`src/rtl/opb_regbank_pkg.sv`:
```
// Shared types and helpers for the OPB register bank: FSM states, word shift, byte-lane mask.
package opb_regbank_pkg;

    typedef enum logic {
        IDLE = 1'b0,
        ACK  = 1'b1
    } state_t;

    localparam int WORD_SHIFT = 2;

    // OPB numbers byte lanes big-endian, so BE[0] (vector MSB) covers user bits [31:24].
    function automatic logic [31:0] be_to_mask(input logic [3:0] be);
        logic [31:0] mask;
        mask = '0;
        for (int k = 0; k < 4; k++) begin
            mask[8*k +: 8] = {8{be[k]}};
        end
        return mask;
    endfunction

endpackage

```
`src/rtl/opb_regbank_slave.sv`:
```
// OPB slave front end: window decode, IDLE/ACK handshake FSM, captured access and read-data gating.
module opb_regbank_slave
    import opb_regbank_pkg::*;
#(
    parameter logic [31:0] C_BASEADDR   = 32'h0101_0000,
    parameter logic [31:0] C_HIGHADDR   = 32'h0101_00FF,
    parameter int          C_OPB_AWIDTH = 32,
    parameter int          C_OPB_DWIDTH = 32
) (
    input  logic                                   clk,
    input  logic                                   rst_n,
    input  logic [0:C_OPB_AWIDTH-1]                opb_abus,
    input  logic [0:3]                             opb_be,
    input  logic [0:C_OPB_DWIDTH-1]                opb_dbus,
    input  logic                                   opb_rnw,
    input  logic                                   opb_select,
    input  logic [31:0]                            rd_word,
    output logic [0:C_OPB_DWIDTH-1]                sl_dbus,
    output logic                                   sl_xfer_ack,
    output logic                                   wr_en,
    output logic [C_OPB_AWIDTH-WORD_SHIFT-1:0]     acc_idx,
    output logic [31:0]                            acc_data,
    output logic [31:0]                            acc_mask
);

    localparam int IDX_W = C_OPB_AWIDTH - WORD_SHIFT;

    logic [C_OPB_AWIDTH-1:0] addr;
    logic [C_OPB_AWIDTH-1:0] offset;
    logic [IDX_W-1:0]        hit_idx;
    logic                    hit;
    logic                    unused_offset;

    state_t           state_reg;
    logic             ack_reg;
    logic             rnw_reg;
    logic [IDX_W-1:0] idx_reg;
    logic [31:0]      data_reg;
    logic [31:0]      mask_reg;

    assign addr    = opb_abus;
    assign offset  = addr - C_BASEADDR[C_OPB_AWIDTH-1:0];
    assign hit_idx = offset[C_OPB_AWIDTH-1:WORD_SHIFT];
    assign hit     = opb_select
                  && (addr >= C_BASEADDR[C_OPB_AWIDTH-1:0])
                  && (addr <= C_HIGHADDR[C_OPB_AWIDTH-1:0]);
    assign unused_offset = ^offset[WORD_SHIFT-1:0];

    // Select is not rechecked in ACK: an aborted transfer still completes.
    always_ff @(posedge clk or negedge rst_n) begin
        if (!rst_n) begin
            state_reg <= IDLE;
            ack_reg   <= 1'b0;
            rnw_reg   <= 1'b0;
            idx_reg   <= '0;
            data_reg  <= '0;
            mask_reg  <= '0;
        end else begin
            case (state_reg)
                IDLE: begin
                    if (hit) begin
                        state_reg <= ACK;
                        ack_reg   <= 1'b1;
                        rnw_reg   <= opb_rnw;
                        idx_reg   <= hit_idx;
                        data_reg  <= opb_dbus;
                        mask_reg  <= be_to_mask(opb_be);
                    end
                end
                default: begin
                    state_reg <= IDLE;
                    ack_reg   <= 1'b0;
                end
            endcase
        end
    end

    assign sl_xfer_ack = ack_reg;
    assign sl_dbus     = (ack_reg && rnw_reg) ? rd_word : '0;
    assign wr_en       = ack_reg && !rnw_reg;
    assign acc_idx     = idx_reg;
    assign acc_data    = data_reg;
    assign acc_mask    = mask_reg;

endmodule

```
`src/rtl/opb_register_bank_ppc2simulink.sv`:
```
// OPB register bank of C_NUM_REGS 32-bit user registers with read-only slices and write strobes.
// Define OPB_REGBANK_SHADOW_EN to stage writes in shadow registers released by user_commit.
module opb_register_bank_ppc2simulink
    import opb_regbank_pkg::*;
#(
    parameter logic [31:0] C_BASEADDR   = 32'h0101_0000,
    parameter logic [31:0] C_HIGHADDR   = 32'h0101_00FF,
    parameter int          C_OPB_AWIDTH = 32,
    parameter int          C_OPB_DWIDTH = 32,
    parameter int          C_NUM_REGS   = 4,
    parameter logic [63:0] C_RO_MASK    = 64'h0,
    parameter logic [31:0] C_RESET_VAL  = 32'h0,
    parameter string       C_FAMILY     = "virtex6"
) (
    input  logic                      OPB_Clk,
    input  logic                      OPB_Rst_n,
    input  logic [0:C_OPB_AWIDTH-1]   OPB_ABus,
    input  logic [0:3]                OPB_BE,
    input  logic [0:C_OPB_DWIDTH-1]   OPB_DBus,
    input  logic                      OPB_RNW,
    input  logic                      OPB_select,
    input  logic                      OPB_seqAddr,
    output logic [0:C_OPB_DWIDTH-1]   Sl_DBus,
    output logic                      Sl_xferAck,
    output logic                      Sl_errAck,
    output logic                      Sl_retry,
    output logic                      Sl_toutSup,
    output logic [32*C_NUM_REGS-1:0]  user_data_out,
    input  logic [32*C_NUM_REGS-1:0]  user_data_in,
    output logic [C_NUM_REGS-1:0]     user_wr_strobe,
    input  logic                      user_commit
);

    localparam int    IDX_W         = C_OPB_AWIDTH - WORD_SHIFT;
    localparam string unused_family = C_FAMILY;

    logic             wr_en;
    logic [IDX_W-1:0] acc_idx;
    logic [31:0]      acc_data;
    logic [31:0]      acc_mask;
    logic [31:0]      rd_word;
    logic [31:0]      read_val [C_NUM_REGS];
    logic             unused_inputs;

    assign Sl_errAck     = 1'b0;
    assign Sl_retry      = 1'b0;
    assign Sl_toutSup    = 1'b0;
    assign unused_inputs = ^{OPB_seqAddr, user_commit, user_data_in};

    opb_regbank_slave #(
        .C_BASEADDR   (C_BASEADDR),
        .C_HIGHADDR   (C_HIGHADDR),
        .C_OPB_AWIDTH (C_OPB_AWIDTH),
        .C_OPB_DWIDTH (C_OPB_DWIDTH)
    ) u_slave (
        .clk         (OPB_Clk),
        .rst_n       (OPB_Rst_n),
        .opb_abus    (OPB_ABus),
        .opb_be      (OPB_BE),
        .opb_dbus    (OPB_DBus),
        .opb_rnw     (OPB_RNW),
        .opb_select  (OPB_select),
        .rd_word     (rd_word),
        .sl_dbus     (Sl_DBus),
        .sl_xfer_ack (Sl_xferAck),
        .wr_en       (wr_en),
        .acc_idx     (acc_idx),
        .acc_data    (acc_data),
        .acc_mask    (acc_mask)
    );

    genvar gi;
    generate
        for (gi = 0; gi < C_NUM_REGS; gi++) begin : g_reg
            if (C_RO_MASK[gi]) begin : g_ro
                logic [31:0] ro_reg;

                always_ff @(posedge OPB_Clk or negedge OPB_Rst_n) begin
                    if (!OPB_Rst_n) ro_reg <= '0;
                    else            ro_reg <= user_data_in[32*gi +: 32];
                end

                assign user_data_out[32*gi +: 32] = ro_reg;
                assign read_val[gi]               = user_data_in[32*gi +: 32];
                assign user_wr_strobe[gi]         = 1'b0;
            end else begin : g_rw
                logic wr_hit;
                assign wr_hit = wr_en && (acc_idx == IDX_W'(gi));
`ifdef OPB_REGBANK_SHADOW_EN
                logic [31:0] shadow_reg;
                logic [31:0] out_reg;
                logic        dirty_reg;
                logic        strobe_reg;

                // A write coinciding with a commit keeps its register dirty; out_reg takes the old shadow.
                always_ff @(posedge OPB_Clk or negedge OPB_Rst_n) begin
                    if (!OPB_Rst_n) begin
                        shadow_reg <= C_RESET_VAL;
                        out_reg    <= C_RESET_VAL;
                        dirty_reg  <= 1'b0;
                        strobe_reg <= 1'b0;
                    end else begin
                        if (wr_hit)
                            shadow_reg <= (shadow_reg & ~acc_mask) | (acc_data & acc_mask);
                        if (user_commit)
                            out_reg <= shadow_reg;
                        dirty_reg  <= wr_hit || (dirty_reg && !user_commit);
                        strobe_reg <= user_commit && dirty_reg;
                    end
                end

                assign user_data_out[32*gi +: 32] = out_reg;
                assign read_val[gi]               = shadow_reg;
                assign user_wr_strobe[gi]         = strobe_reg;
`else
                logic [31:0] data_reg;
                logic        strobe_reg;

                always_ff @(posedge OPB_Clk or negedge OPB_Rst_n) begin
                    if (!OPB_Rst_n) begin
                        data_reg   <= C_RESET_VAL;
                        strobe_reg <= 1'b0;
                    end else begin
                        if (wr_hit)
                            data_reg <= (data_reg & ~acc_mask) | (acc_data & acc_mask);
                        strobe_reg <= wr_hit;
                    end
                end

                assign user_data_out[32*gi +: 32] = data_reg;
                assign read_val[gi]               = data_reg;
                assign user_wr_strobe[gi]         = strobe_reg;
`endif
            end
        end
    endgenerate

    // Indices past the populated registers read as zero.
    always_comb begin
        rd_word = '0;
        for (int i = 0; i < C_NUM_REGS; i++) begin
            if (acc_idx == IDX_W'(i)) rd_word = read_val[i];
        end
    end

endmodule

```
`config.mk`:
```
export PLATFORM = sky130hd
export DESIGN_NAME = opb_register_bank_ppc2simulink
export DESIGN_NICKNAME = d
export VERILOG_FILES = /design/src/rtl/opb_regbank_pkg.sv /design/src/rtl/opb_regbank_slave.sv /design/src/rtl/opb_register_bank_ppc2simulink.sv
export SDC_FILE = /design/constraint.sdc
export NUM_CORES = 1
export LEC_CHECK = 0
export ABC_AREA = 1
export CAP_MARGIN = 20
export CORE_UTILIZATION = 44
export DETAILED_ROUTE_END_ITERATION = 7
export PLACE_DENSITY = 0.81
export REMOVE_ABC_BUFFERS = 1
export SKIP_CTS_REPAIR_TIMING = 1
export SLEW_MARGIN = 20
export SYNTH_ARGS = -nofsm -noshare
export SYNTH_HDL_FRONTEND = slang
export SYNTH_SLANG_ARGS = --single-unit
```
`constraint.sdc`:
```
create_clock -name OPB_Clk -period 2.8 [get_ports OPB_Clk]
set_clock_uncertainty 0.2 [all_clocks]
set_input_delay 0.56 -clock OPB_Clk [delete_from_list [all_inputs] [get_ports OPB_Clk]]
set_output_delay 0.56 -clock OPB_Clk [all_outputs]
set_load 0.02 [all_outputs]
```
==> results.md <==
- Run status: complete, but fails checks
- Failing checks: negative setup slack
- Number of standard-cell rows in the floorplan: 53
- DR WL met3: around 3600 um
- Most used cells in the layout excluding fill and tap cells: sky130_fd_sc_hd__nand2_1, sky130_fd_sc_hd__clkdlybuf4s50_1, sky130_fd_sc_hd__dfrtp_1, sky130_fd_sc_hd__nand3_1, sky130_fd_sc_hd__nor2_1
- Area of the mapped netlist: 9540 um^2
- Library cell used as clock root buffer: sky130_fd_sc_hd__clkbuf_16
- Worst Reg2Reg Path Length in Cells: 11
- Largest net degree at the start of global routing: approximately 110
- WP data arrival: 2.34 ns
- Largest stage delay on the critical path: around 0.38 ns
- Buffers from clock root to sink, at most: 3
- Simple-gate area share of the yosys netlist: 0.373
- Area growth from synthesis to layout: 41.2%
- Fin. max-slew vios: 0
- Count of max-cap constraint violations: 0
- Worst setup SP type: flop
- Starting DRT DRC Count: 710
- Finish-stage setup viols: 32
- Actual transition at the worst max-transition pin: about 0.76 ns
- Overall power: about 6.0 mW
- Count of yosys warnings during synthesis: 0
- DRC violation count after routing: 0
- Last weighted congestion value of the routability-driven placer: ~0.86
- Post-placement worst setup slack: -0.233 ns
- Sinks on the clock net: around 200
- Dominant combinational cell family by area after synthesis: simple AND/OR/NAND/NOR gates
- Routed wire per std cell: between 15 and 20 um
- Post-layout worst setup margin: -0.305 ns
- Vias post-DR: 9635
- Antenna viol nets, final: 0
- Number of synthesized register bits: roughly 200
- Launch instance of the worst register-to-register path: u_slave.acc_idx[11]
- Clock-pin slew on the worst setup and hold paths: roughly 0.06 ns
- Cell count after synthesis: between 1000 and 1500
- Length of routed met2 wiring: between 10000 and 15000 um
- Total die area: ~22000 um^2
- Uppermost layer routed: met4
- Most common library cell in the layout ignoring fill and taps: sky130_fd_sc_hd__nand2_1
- Share of the synthesized area in compound gates (AO/OA/AOI/OAI): 0.0430
- Routed metal-1 wirelength: 12900 um
- Final Hold Viols: 0
- TritonCTS buffer count: 21
- Count of buffers from port buffering: 236
- Hold Crit Endpoint: u_slave.acc_idx[20]
- Static power due to leakage: around 7 nW
- Post-synthesis adder-cell area fraction: 0.00262
- Post-synth cell types: 25
- WL final: 31400 um
- Sequential element share of the synthesized area: 0.527
- Min Tclk post-route: between 3 and 4 ns
- DIE HEIGHT: between 100 and 150 um
- Ant. Diodes: 0
- Share of the clock period used by the worst path: 1.11
- Placeable Area: 21200 um^2
- Kind of capture point of the worst setup path: output pin
- Number of antenna violations at the first check in global routing: 0
- Nets@finish: ~1700
- Critical path required time: 2.04 ns
- Kind of critical path: reg2out
- Syn avg cell area: about 7.6 um^2
- TritonCTS clock tree: built
- Share of cells above drive strength 1: 0.117
- Drt via density: between 5 and 6
- GR Overflow Total: 0
- Highest clock rate: roughly 320 MHz
- Cell repeated most along the worst path: sky130_fd_sc_hd__nor2_1
- Worst Hold Class: reg2reg
- Detailed-router iteration count before antenna repair: 5
- Clock insertion delay at the later pin of the skew report: approximately 0.50 ns
- Detailed Place HPWL: between 20000 and 25000 um
- Starting utilization of the core area: 0.451
- Worst hold path cell count: 2
- Die X-Extent: approximately 150 um
- Flop2flop setup slack: roughly 0.2 ns
- Global-route wire length before repair: between 40000 and 50000 um
- Cell breakdown of the critical path: nor2_1 -> nand2_1 -> nor2_4 -> nand2_2 -> nand3b_1 -> buf_4 -> clkbuf_16 -> nand2_1 -> nor2_1 -> nor2_1 -> buf_4
- Largest fanout on the critical path: 10
- Origin of the worst min-delay path: u_slave.acc_idx[20]
- Global Route Usage Sum: 0.277
- Unrepaired setup endpoints after global routing: true
- P per Cell Area: ~450 nW/um^2
- Worst voltage drop across the vdd grid: 380 uV
- Crit path max-delay cell type: sky130_fd_sc_hd__dfrtp_1
- Share of cell area taken by muxes after synthesis: 0
- Headroom to the max-slew limit: 0.495
- Share of the synthesized netlist area taken by xor and xnor gates: 0.00184
- Number of global-route vias before repair: roughly 8900
- Number of H-tree levels: 1
- Count of pins on the block boundary: 370
==> through the flow <==
| stage | cells | utilization | area [um^2] | hold WS (ns) | setup TNS [ns] |
|---|---|---|---|---|---|
| 2_1_floorplan | 1191 | - | 9230 | 0.0644 | -113.97 |
| 3_3_place_gp | 1762 | 0.596 | 12600 | 0.255 | -4.48 |
| 3_5_place_dp | 1762 | 0.596 | 12600 | 0.259 | -6.16 |
| 4_1_cts | 1800 | 0.630 | 13300 | -0.0537 | -22.18 |
| 5_1_grt | 1811 | 0.637 | 13500 | 0.303 | -11.42 |
| 6_report | 1811 | 0.637 | 13500 | 0.271 | -8.03 |
==> cell type report <==
type / count / area [um^2]
clock inverter: 8 / 97.6
tap: 275 / 344
timing repair buffer: 307 / 3100
clock buffer: 30 / 619
fill: 1767 / 7690
multi-input combinational: 945 / 4110
sequential: 201 / 5030
inverter: 45 / 169
==> how the worst max path moves through the flow <==
stage	startpoint	endpoint	slack, ns	depth (start not counted)
finish	u_slave.acc_idx[11]	Sl_DBus[2]	-0.30	11
CTS	u_slave.acc_idx[21]	Sl_DBus[30]	-0.77	11
global placement	u_slave.acc_idx[13]	Sl_DBus[30]	-0.22	10
global route	u_slave.acc_idx[11]	Sl_DBus[9]	-0.39	11
floorplan	u_slave.acc_idx[3]	flop	-1.26	7
detailed placement	u_slave.acc_idx[15]	Sl_DBus[30]	-0.23	10
==> power by group <==
part	total, mW	switching (mW)	internal, mW
Sequential	2.91	0.000625	2.90
Combinational	0.208	0.0992	0.109
Clock	2.90	1.17	1.73
==> layer usage <==
layer  GRT usage  vias to the layer above
met5           0                        -
met3      0.0529                       55
met1       0.394                     4494
met4      0.0724                        0
met2       0.432                      553
li1            -                     4533
==> logic make-up after synthesis <==
kind of cell | Yosys count
xor+xnor | 2
simple gates | 856
compound gates | 82
flops | 201
other cells | 1
fa+ha+maj | 2
buf+inv | 110
==> worst max-delay path: cells and delay by family (launching register included) <==
| kind | cells | cell delay (ns) |
|---|---|---|
| and+or+nand+nor | 8 | 0.94 |
| buffers and inverters | 3 | 0.53 |
| DFF | 1 | 0.38 |
==> cell usage after synthesis, drive strengths merged <==
| cell | count | share of area |
|---|---|---|
| nor3 | 6 | 0.0043 |
| nand4 | 7 | 0.0046 |
| xnor2 | 1 | 0.00092 |
| dfrtp | 201 | 0.53 |
| nor2 | 121 | 0.055 |
| conb | 1 | 0.00039 |
| nand3b | 3 | 0.0024 |
| clkbuf | 29 | 0.011 |
| nand3 | 173 | 0.091 |
| buf | 36 | 0.022 |
| ha | 2 | 0.0026 |
| nand2 | 545 | 0.22 |
| inv | 45 | 0.018 |
| o21ai | 82 | 0.043 |
| xor2 | 1 | 0.00092 |
| and2 | 1 | 0.00066 |
Power figures use the tool's default switching activity.
